--- config.mk ---
export PLATFORM = sky130hd
export DESIGN_NAME = shift_in_loader
export DESIGN_NICKNAME = d
export VERILOG_FILES = /design/src/rtl/shift_in_loader.sv
export SDC_FILE = /design/constraint.sdc
export NUM_CORES = 1
export LEC_CHECK = 0
export CORE_ASPECT_RATIO = 1.75
export CORE_MARGIN = 2
export CORE_UTILIZATION = 30
export CTS_CLUSTER_DIAMETER = 60
export DETAILED_ROUTE_END_ITERATION = 12
export GPL_TIMING_DRIVEN = 0
export PLACE_DENSITY = 0.5
export SLEW_MARGIN = 20
export SYNTH_ARGS = -nofsm -noshare
export SYNTH_HDL_FRONTEND = slang
export SYNTH_SLANG_ARGS = --single-unit
--- constraint.sdc ---
create_clock -name clk -period 3.9 [get_ports clk]
set_clock_uncertainty 0.2 [all_clocks]
set_input_delay 0.78 -clock clk [delete_from_list [all_inputs] [get_ports clk]]
set_output_delay 0.78 -clock clk [all_outputs]
set_load 0.05 [all_outputs]
--- src/rtl/shift_in_loader.sv ---
`default_nettype none
// ============================================================================
// Module   : shift_in_loader
// Purpose  : Serial-to-parallel frame receiver (MSB first, even parity) that
//            produces a data/enable load strobe for a downstream register.
// Revision : 1.0 - initial release
// ============================================================================

module shift_in_loader #(
  parameter int WIDTH = 8
) (
  input  logic             clk,
  input  logic             reset,
  input  logic             io_sin,
  input  logic             io_sin_valid,
  input  logic             io_sin_start,
  output logic [WIDTH-1:0] io_D,
  output logic             io_enable,
  output logic             io_busy,
  output logic             io_frame_err
);

  localparam int CW = $clog2(WIDTH + 1);

  localparam logic [1:0] S_IDLE   = 2'd0;
  localparam logic [1:0] S_SHIFT  = 2'd1;
  localparam logic [1:0] S_PARITY = 2'd2;

  logic [1:0]       r_state;
  logic [1:0]       w_next;
  logic [CW-1:0]    r_count;
  logic [WIDTH-1:0] r_shift;
  logic [WIDTH-1:0] r_d;
  logic             r_enable;
  logic             r_err;

  logic w_start;
  logic w_data;
  logic w_parity_ok;
  logic w_load_first;
  logic w_shift_en;
  logic w_commit;
  logic w_err;

  assign w_start     = io_sin_valid & io_sin_start;
  assign w_data      = io_sin_valid & ~io_sin_start;
  assign w_parity_ok = ~((^r_shift) ^ io_sin);

  // State register
  always_ff @(posedge clk) begin
    if (reset) begin
      r_state <= S_IDLE;
    end else begin
      r_state <= w_next;
    end
  end

  // Next-state logic
  always_comb begin
    w_next = r_state;
    case (r_state)
      S_IDLE: begin
        if (w_start) w_next = S_SHIFT;
      end
      S_SHIFT: begin
        if (w_start) begin
          w_next = S_SHIFT;
        end else if (w_data && (r_count == CW'(WIDTH - 1))) begin
          w_next = S_PARITY;
        end
      end
      S_PARITY: begin
        if (w_start) begin
          w_next = S_SHIFT;
        end else if (w_data) begin
          w_next = S_IDLE;
        end
      end
      default: w_next = S_IDLE;
    endcase
  end

  // Output / datapath control; a start bit always opens a fresh frame,
  // and aborts whatever frame was in progress.
  always_comb begin
    w_load_first = w_start;
    w_shift_en   = (r_state == S_SHIFT) & w_data;
    w_commit     = (r_state == S_PARITY) & w_data & w_parity_ok;
    w_err        = ((r_state != S_IDLE) & w_start) |
                   ((r_state == S_PARITY) & w_data & ~w_parity_ok);
  end

  always_ff @(posedge clk) begin
    if (reset) begin
      r_count  <= '0;
      r_shift  <= '0;
      r_d      <= '0;
      r_enable <= 1'b0;
      r_err    <= 1'b0;
    end else begin
      r_enable <= w_commit;
      r_err    <= w_err;
      if (w_load_first) begin
        r_shift <= {{(WIDTH-1){1'b0}}, io_sin};
        r_count <= CW'(1);
      end else if (w_shift_en) begin
        r_shift <= {r_shift[WIDTH-2:0], io_sin};
        r_count <= r_count + CW'(1);
      end
      if (w_commit) begin
        r_d <= r_shift;
      end
    end
  end

  assign io_D         = r_d;
  assign io_enable    = r_enable;
  assign io_frame_err = r_err;
  assign io_busy      = (r_state != S_IDLE);

endmodule

`default_nettype wire

==> flow_metrics.env <==
export IMPL_core_region_area_um2=3560
export IMPL_synth_async_sr_flop_share_pct=0
export IMPL_cp_end_kind="primary output"
export IMPL_synthCells=116
export IMPL_drv_slew=0
export IMPL_numCtsBuffers=3
export IMPL_layout_min_cycle_time_ns=2.63
export IMPL_io_buffer_count=15
export IMPL_drt_total_wl_um=2160
export IMPL_critPathSlowestCell="clkdlybuf4s50_1"
export IMPL_ctsHoldBuffers=0
export IMPL_setup_viol_count_final=0
export IMPL_cp_start_kind="flip-flop"
export IMPL_critPathMaxStageDelay_ns=0.79
export IMPL_worstPathArrival_ns=1.65
export IMPL_p_seq_share_pct=49.9
export IMPL_rsz0062_at_grt="no"
export IMPL_comb_power_share_pct=6.9
export IMPL_final_util_pct=38.4
export IMPL_synth_top_cell_area_share_pct=44.2
export IMPL_tightest_slew_ns=0.508
export IMPL_crit_fanout=7
export IMPL_yosysSeqAreaShare_pct=44.2
export IMPL_cts_root_buffer="clkbuf_8"
export IMPL_synth_distinct_cells=25
export IMPL_grt_overflow=0
export IMPL_dr_pass1_iters=4
export IMPL_clock_power_share_pct=43.2
export IMPL_die_area_um2=4140
export IMPL_p_sw_mw=0.101
export IMPL_outcome="complete, no violations"
export IMPL_yosysWarnings=0
export IMPL_fin_nets=142
export IMPL_p_per_area_nw_per_um2=367
export IMPL_routabilityCongestion=0.743
export IMPL_rows=29
export IMPL_grt_pass1_vias=786
export IMPL_synth_ff_latch_count=24
export IMPL_viasPerCell=4.65
export IMPL_vias=841
export IMPL_synth_area_top_cells="dfxtp_1, nand2b_1, mux2i_1, nand2_1, a21oi_1"
export IMPL_fmax_ghz=0.380
export IMPL_required_ns=2.92
export IMPL_fin_setup_tns_ns=0
export IMPL_synth_avg_cell_area_um2=9.37
export IMPL_ioPinCount=16
export IMPL_hold_violations=0
export IMPL_synth_top_area_cell="dfxtp_1"
export IMPL_finalCritPeriodShare_pct=67.5
export IMPL_intPower_mw=0.401
export IMPL_htreeDepth=1
export IMPL_start_util_pct=30.6
export IMPL_clkLatencyLatePin_ns=0.26
export IMPL_cts_tree="built"
export IMPL_worst_setup_path_type="flip-flop to primary output"
export IMPL_switching_share_pct=20.1
export IMPL_vdd_drop_max_v=0.000187
export IMPL_die_h_um=83.6
export IMPL_postCtsSetupRepairBufs=0
export IMPL_hp_class="flip-flop to flip-flop"
export IMPL_cap_violations=0
export IMPL_synth_ff_type="dfxtp_1"
export IMPL_area_delta_synth_final_pct=25.7
export IMPL_drive_gt1_share_pct=4.44
export IMPL_ant_nets=0
export IMPL_drt_iter0_markers=15
export IMPL_cts_resized_gates=0
export IMPL_p_leak_nw=0.446
export IMPL_synth_nets=122
export IMPL_clock_sinks=24
export IMPL_die_w_um=49.5
export IMPL_hpwl_um=1610
export IMPL_remaining_drc_errors=0
export IMPL_crit_chain="nor2_1 -> inv_1 -> clkdlybuf4s50_1"
export IMPL_syn_area_um2=1090
export IMPL_wl_per_cell_um=11.9
export IMPL_grt_first_pass_wirelength_um=3640
export IMPL_synth_edf_count=0
export IMPL_relSlewSlack_pct=66.0
export IMPL_num_antenna_cells=0
export IMPL_antenna_found_initial=0
export IMPL_path_clk_slew_ns=0.09
export IMPL_grt_max_degree=15
export IMPL_cts_buffer_depth=2
export IMPL_grtUsageTotal_pct=11.3
==> critical path: cells and delay by family (launching register included) <==
kind / cells / cell delay [ns]
AND/OR/NAND/NOR: 1 / 0.10
flip-flops: 1 / 0.45
buffers and inverters: 2 / 0.85
==> power by group through the flow <==
stage	registers [mW]	clock network (mW)	logic (mW)
2_1_floorplan	0.256	0	0.0225
3_3_place_gp	0.256	0	0.0344
3_5_place_dp	0.256	0	0.0350
4_1_cts	0.250	0.222	0.0350
5_1_grt	0.251	0.233	0.0382
6_report	0.250	0.217	0.0347
==> state kept, by name (all words and copies together), names as in the netlist <==
name and flops:
io_D 8, io_enable 1, io_frame_err 1, r_count 4, r_shift 8, r_state 2
==> cells in the final DEF (no fill, tap or decap), drive strengths merged <==
cell type      synthesis  layout
a21oi                 11      11
a221oi                 1       1
bufinv                 0       1
clkbuf                 5       8
clkdlybuf4s50          0      15
dfxtp                 24      24
ha                     1       1
inv                    1       1
mux2i                  9       9
nand2                 21      21
nand2b                18      18
nand3                  1       1
nand4                  1       1
nand4b                 1       1
nand4bb                1       1
nor2                   5       5
nor2b                  1       1
nor4b                  1       1
nor4bb                 2       2
o21ai                  1       1
o32ai                  1       1
or2b                   1       1
xnor2                  4       4
xnor3                  2       2
xor2                   3       3
==> per-stage QoR <==
stage / instances / instance area (um^2) / hold WS (ns) / setup WS [ns] / total power, mW
final: 181 / 1370 / 0.272 / 1.27 / 0.501
after global routing: 181 / 1370 / 0.298 / 1.10 / 0.522
after CTS: 181 / 1370 / 0.277 / 1.26 / 0.507
after detailed placement: 177 / 1290 / 0.264 / 0.983 / 0.291
after global placement: 177 / 1290 / 0.257 / 1.05 / 0.290
after floorplan: 116 / 1090 / 0.254 / 1.73 / 0.278
==> cell usage after synthesis (2+ instances only) <==
cell / number
mux2i_1: 8
xnor2_1: 4
nor4bb_1: 2
a21oi_1: 11
clkbuf_1: 5
xor2_1: 3
nor2_1: 5
nand2b_1: 18
dfxtp_1: 24
nand2_1: 21
==> logic make-up (layout without fill, tap and decap cells) <==
group	Yosys count	in the layout	synth area share, %
AND/OR/NAND/NOR	53	53	26.1
flip-flops	24	24	44.2
AO/OA/AOI/OAI	14	14	7.13
XOR/XNOR	9	9	9.90
multiplexers	9	9	9.44
buffers and inverters	6	25	2.07
adder cells (fa/ha/maj)	1	1	1.15
==> path summary, 6_finish.rpt <==
| kind | from | end | slack [ns] | cells past startpoint |
|---|---|---|---|---|
| max | r_state[1] | io_busy | 1.27 | 3 |
| min | io_D[5] | io_D[5] | 0.27 | 2 |
| max reg2reg | r_shift[5] | io_D[3] | 1.88 | 4 |
| min reg2reg | io_D[5] | io_D[5] | 0.27 | 2 |
==> routing by layer <==
| metal | routed length (um) | global-route usage [%] |
|---|---|---|
| met5 | 0 | 0 |
| met4 | 23 | 3.79 |
| met3 | 36 | 2.15 |
| met2 | 1200 | 20.5 |
| met1 | 899 | 12.8 |
==> final cells by class <==
class                      count  area [um^2]
multi-input combinational     86          584
inverter                       1         3.75
fill                         393         2190
timing repair buffer          15          150
clock inverter                 1         30.0
tap                           46         57.6
sequential                    24          480
clock buffer                   3         41.3
buffer                         5         18.8
Power figures use the tool's default switching activity.
==> edit 1 (config.mk and constraints unchanged) <==
Change the parameter `WIDTH` from 8 to 32.
--- a/src/rtl/shift_in_loader.sv
+++ b/src/rtl/shift_in_loader.sv
@@ -7,7 +7,7 @@
 // ============================================================================
 
 module shift_in_loader #(
-  parameter int WIDTH = 8
+  parameter int WIDTH = 32
 ) (
   input  logic             clk,
   input  logic             reset,
Interface: changed (resized io_D); port bits go from 16 to 40. No check against the original RTL was run, so the function may have changed too.
==> edit 1 against the original RTL <==
- total power rose to 3.1 times the old value
- register-to-register slack got worse by 490 ps
- final area rose to 3.0 times the old value
- sequential cell count rose by 50
- wire length rose to 3.2 times the old value
- via count rose to 2.9 times the old value
- area after synthesis rose to 3.0 times the old value
- worst setup slack got worse by 220 ps
- critical path type is now in -> reg
- largest power group unchanged
- highest routed layer unchanged
==> edit 1: results (changes against the original RTL) <==
[global_routing]
grt_use_total_pct = 12.5  ; was 11.3%
grt_use_met2_pct = 24.0  ; was 20.5%
grt_use_met3_pct = 3.12  ; was 2.15%
grt_use_met1_pct = 12.4  ; was 12.8%
grt_pass1_vias = 2462  ; was 786

[run_status]
status = finished clean  ; unchanged

[pwr]
ir_drop_v = 0.000205  ; was 0.000187 V

[timing]
relSlewSlack_pct = 66.4  ; was 66.0%

[setup_path]
r2r-end = io_D[26]  ; was io_D[3]
r2r_slack_ps = 1390  ; was 1880 ps

[yosys]
synthDistinctLibCells = 28  ; was 25
syn_nets = 369  ; was 122
seq_area_frac_synth_pct = 44.9  ; was 44.2%
synth.area.top_cells = dfxtp_1 (45%), nand2b_1 (13%), mux2i_1 (9.7%), nand2_1 (8.2%), xnor2_1 (6.6%)  ; was dfxtp_1 (44%), nand2b_1 (10%), mux2i_1 (7.4%), nand2_1 (7.2%), a21oi_1 (5.1%)
synth_common_cells = dfxtp_1 (74), nand2_1 (72), nand2b_1 (68)  ; was dfxtp_1 (24), nand2_1 (21), nand2b_1 (18)
syn-mean-instance-area_sq_um = 9.09  ; was 9.37 sq um

[clock_network]
cts_max_level = 3  ; was 1
worstSkewPairLatency_ps = 330  ; was 260 ps
cts.clk_slew.worst_paths_ps = 60  ; was 90 ps
cts_root_buffer = clkbuf_16  ; was clkbuf_8
cts_made_buffers = 9  ; was 3

[cells_and_area]
nNetsFinal = 418  ; was 142
fillers = 1108  ; was 393

[hold_path]
hp-start = io_D[30]  ; was io_D[5]

[routing]
dr_total_vias = 2421  ; was 841

edit 1: changes by cell type in the layout (fill, tap and decap cells not counted), moves of 3 or more:
cell / unedited run / this run
nand2_1: 21 / 72
dfxtp_1: 24 / 74
nand2b_1: 18 / 68
a21oi_1: 11 / 35
mux2i_1: 8 / 32
clkdlybuf4s50_1: 15 / 38
xnor2_1: 4 / 25
clkbuf_1: 5 / 16
clkbuf_16: 0 / 9
buf_1: 0 / 5
buf_12: 0 / 3
clkinv_2: 0 / 3
nor2_1: 5 / 8
xor2_1: 3 / 6
edit 1: metal layers:
layer  part of all wire (%)  wire length, microns
met2                     56                  3860
met5                      0                     0
met1                     40                  2740
met4                    2.1                   148
met3                    2.4                   164
edit 1: report_power, final:
group / internal (mW) / leakage, nW / switching [mW]
logic: 0.0242 / 0.537 / 0.0370
registers: 0.759 / 0.596 / 0.00246
clock network: 0.444 / 0.131 / 0.307
edit 1: kinds of logic (layout without fill, tap and decap cells):
group                      Yosys count  in the layout  share of synthesized area [%]
xor gates and xnor gates            34             34                           10.1
muxes                               33             33                           10.4
and+or+nand+nor                    159            159                           24.1
buffers and inverters               24             78                           4.21
DFF                                 74             74                           44.9
AOI/OAI and AO/OA                   38             38                           5.95
adders and majority gates            1              1                          0.379
edit 1: worst max-delay path by stage:
stage / from / to / slack, ps / cells past startpoint
floorplan: io_sin / io_D[10] / 1430 / 7
global placement: io_sin / io_D[28] / 670 / 8
detailed placement: io_sin / io_D[27] / 650 / 8
CTS: io_sin / io_D[27] / 1000 / 8
global route: io_sin / io_D[28] / 860 / 8
finish: io_sin / io_D[26] / 1050 / 8
edit 1: cell type report:
cell class / instances / share of cell area (%)
well taps: 130 / 3.95
clock buffers: 11 / 5.90
repair buffers: 38 / 9.24
flip-flops and latches: 74 / 36.0
plain buffers: 23 / 3.28
inverters: 1 / 0.0912
multi-input cells: 265 / 40.8
clock inverters: 5 / 0.729
edit 1: per-stage QoR:
stage / util, % / instance area, sq um / hold slack [ps] / worst slack [ps] / std cells
3_5_place_dp: 35.9 / 3840 / 263 / 650 / 531
4_1_cts: 38.5 / 4120 / 276 / 1000 / 547
2_1_floorplan: - / 3300 / 254 / 1430 / 363
6_report: 38.5 / 4120 / 271 / 1050 / 547
3_3_place_gp: 35.9 / 3840 / 262 / 672 / 531
5_1_grt: 38.5 / 4120 / 296 / 858 / 547
edit 1: worst max-delay path: stages:
cell and delay [ps]:
clkdlybuf4s50_1 510, xnor2_1 140, xnor2_1 160, xnor3_1 320, nand2b_1 210, mux2i_4 390, buf_12 210, mux2i_1 190
==> edit 2 (same flow settings) <==
Without the edit above. Put one more register stage on the output `io_frame_err`. The value now appears one clock later. The other outputs are not delayed to match.
--- a/src/rtl/shift_in_loader.sv
+++ b/src/rtl/shift_in_loader.sv
@@ -115,7 +115,13 @@
 
   assign io_D         = r_d;
   assign io_enable    = r_enable;
-  assign io_frame_err = r_err;
+  always_ff @(posedge clk) begin
+    if (reset) begin
+      io_frame_err <= '0;
+    end else begin
+      io_frame_err <= r_err;
+    end
+  end
   assign io_busy      = (r_state != S_IDLE);
 
 endmodule
Check against the original RTL: not equivalent (Yosys sat finds a counterexample within 4 cycles, from zero or initial values and one cycle with reset high).
==> edit 2 against the original RTL <==
- cell count increased by 3.9%
- largest power group unchanged
- non-clock buffer count unchanged
- area after synthesis increased by 4.1%
- final area increased by 1.5%
- count of clock-buffer cells in the layout unchanged
- sequential cell count increased by 1
- worst setup slack got worse by 23 ps
- maximum frequency decreased by 0.88%
- largest cell class unchanged
- critical endpoint unchanged
- first-iteration DRC count decreased by 6.7%
- total power decreased by 10%
- wire length decreased by 2.7%
- highest routed layer unchanged
==> edit 2: results (changes against the original RTL) <==
[global_routing]
grt_use_met3_pct = 1.58  ; was 2.15%
grt_use_met2_pct = 20.7  ; was 20.5%
grt_max_degree = 15  ; unchanged
grt_pass1_vias = 858  ; was 786
antenna_found_initial = 0  ; unchanged
grt_use_total_pct = 11.1  ; was 11.3%
grt_use_met1_pct = 12.0  ; was 12.8%
grt_pass1_wl_mm = 3.71  ; was 3.64 mm

[placed_design]
place_hpwl_mm = 1.60  ; was 1.61 mm
port_buffers = 15  ; unchanged
gp_congestion = 0.714  ; was 0.743

[setup_path]
crit_slowest_cell = clkdlybuf4s50_1  ; unchanged
crit_arrival_ps = 1680  ; was 1650 ps
startpoint = r_state[0]  ; was r_state[1]
crit_fanout = 9  ; was 7
critPathMaxStageDelay_ps = 790  ; about the same

[clock_network]
cts_root_buffer = clkbuf_8  ; unchanged
worstSkewPairLatency_ps = 270
cts.clk_slew.worst_paths_ps = 90  ; about the same
cts_made_buffers = 3  ; unchanged
cts_setup_buffers = 0  ; unchanged

[yosys]
synth-seq-cells = 25  ; was 24
seq_area_frac_synth_pct = 44.2  ; about the same
synth.area.top_cells = dfxtp_1 (44%), nand2b_1 (11%), nand2_1 (7.6%), mux2i_1 (7.1%), a21oi_1 (4.9%)  ; was dfxtp_1 (44%), nand2b_1 (10%), mux2i_1 (7.4%), nand2_1 (7.2%), a21oi_1 (5.1%)
synthDistinctLibCells = 26  ; was 25
synth_common_cells = dfxtp_1 (25), nand2_1 (23), nand2b_1 (20)  ; was dfxtp_1 (24), nand2_1 (21), nand2b_1 (18)
syn_nets = 129  ; was 122

[cells_and_area]
diodes = 0  ; unchanged
nNetsFinal = 149  ; was 142
layout-drive-gt1-share_pct = 4.23  ; was 4.44%

[pwr]
p_leak_nw = 0.455  ; was 0.446 nW
ir_drop_v = 0.000155  ; was 0.000187 V

[timing]
relSlewSlack_pct = 67.0  ; was 66.0%

[hold_path]
hold_class = reg -> reg  ; unchanged
hp-start = r_err  ; was io_D[5]

[routing]
wl_mm = 2.10  ; was 2.16 mm
firstDrtPassIters = 4  ; unchanged
first_iter_violations = 14  ; was 15
avgViaCountPerCell = 4.48  ; was 4.65

[run_status]
status = finished clean  ; unchanged

edit 2: final timing paths:
| path | end | cells past startpoint |
|---|---|---|
| worst max-delay path | io_busy | 3 |
| worst min-delay path | io_frame_err | 1 |
| worst max register to register | io_D[6] | 4 |
| worst min register to register | io_frame_err | 1 |
edit 2: power by group:
part	internal (mW)	total [mW]	switching [mW]
Combinational	0.0165	0.0346	0.0181
Sequential	0.258	0.261	0.00310
Clock	0.0714	0.154	0.0825
Total	0.345	0.449	0.104
edit 2: final cells by class:
cell class	count	area, sq um
plain buffers	5	18.8
clock buffers	3	41.3
clock inverters	1	5.00
fillers	383	2240
inverters	2	7.51
multi-input cells	91	606
flip-flops and latches	25	500
well taps	46	57.6
repair buffers	15	150
edit 2: worst max-delay path, delay by kind of cell (launching register included):
kind,cells,cell delay (ps)
buffers and inverters,2,850
DFF,1,470
and+or+nand+nor,1,90
edit 2: stage by stage:
step	hold WS (ps)	util, %	worst slack (ps)	instances	instance area [sq um]
floorplan	214	-	1730	123	1130
global placement	222	36.9	977	184	1340
detailed placement	231	36.9	946	184	1340
CTS	258	38.2	1230	188	1390
global route	263	38.2	1100	188	1390
finish	250	38.2	1240	188	1390
edit 2: metal layers:
layer  part of all wire (%)  wire [microns]
met3                    2.5              53
met4                    1.1              23
met5                      0               0
met2                     54            1130
met1                     43             893
edit 2: kinds of logic after synthesis:
family,Yosys count,share of synthesized area (%)
multiplexers,9,9.06
flip-flops,25,44.2
AND/OR/NAND/NOR,58,27.2
AO/OA/AOI/OAI,15,7.40
adder cells (fa/ha/maj),1,1.10
XOR/XNOR,8,8.73
buffers and inverters,7,2.32
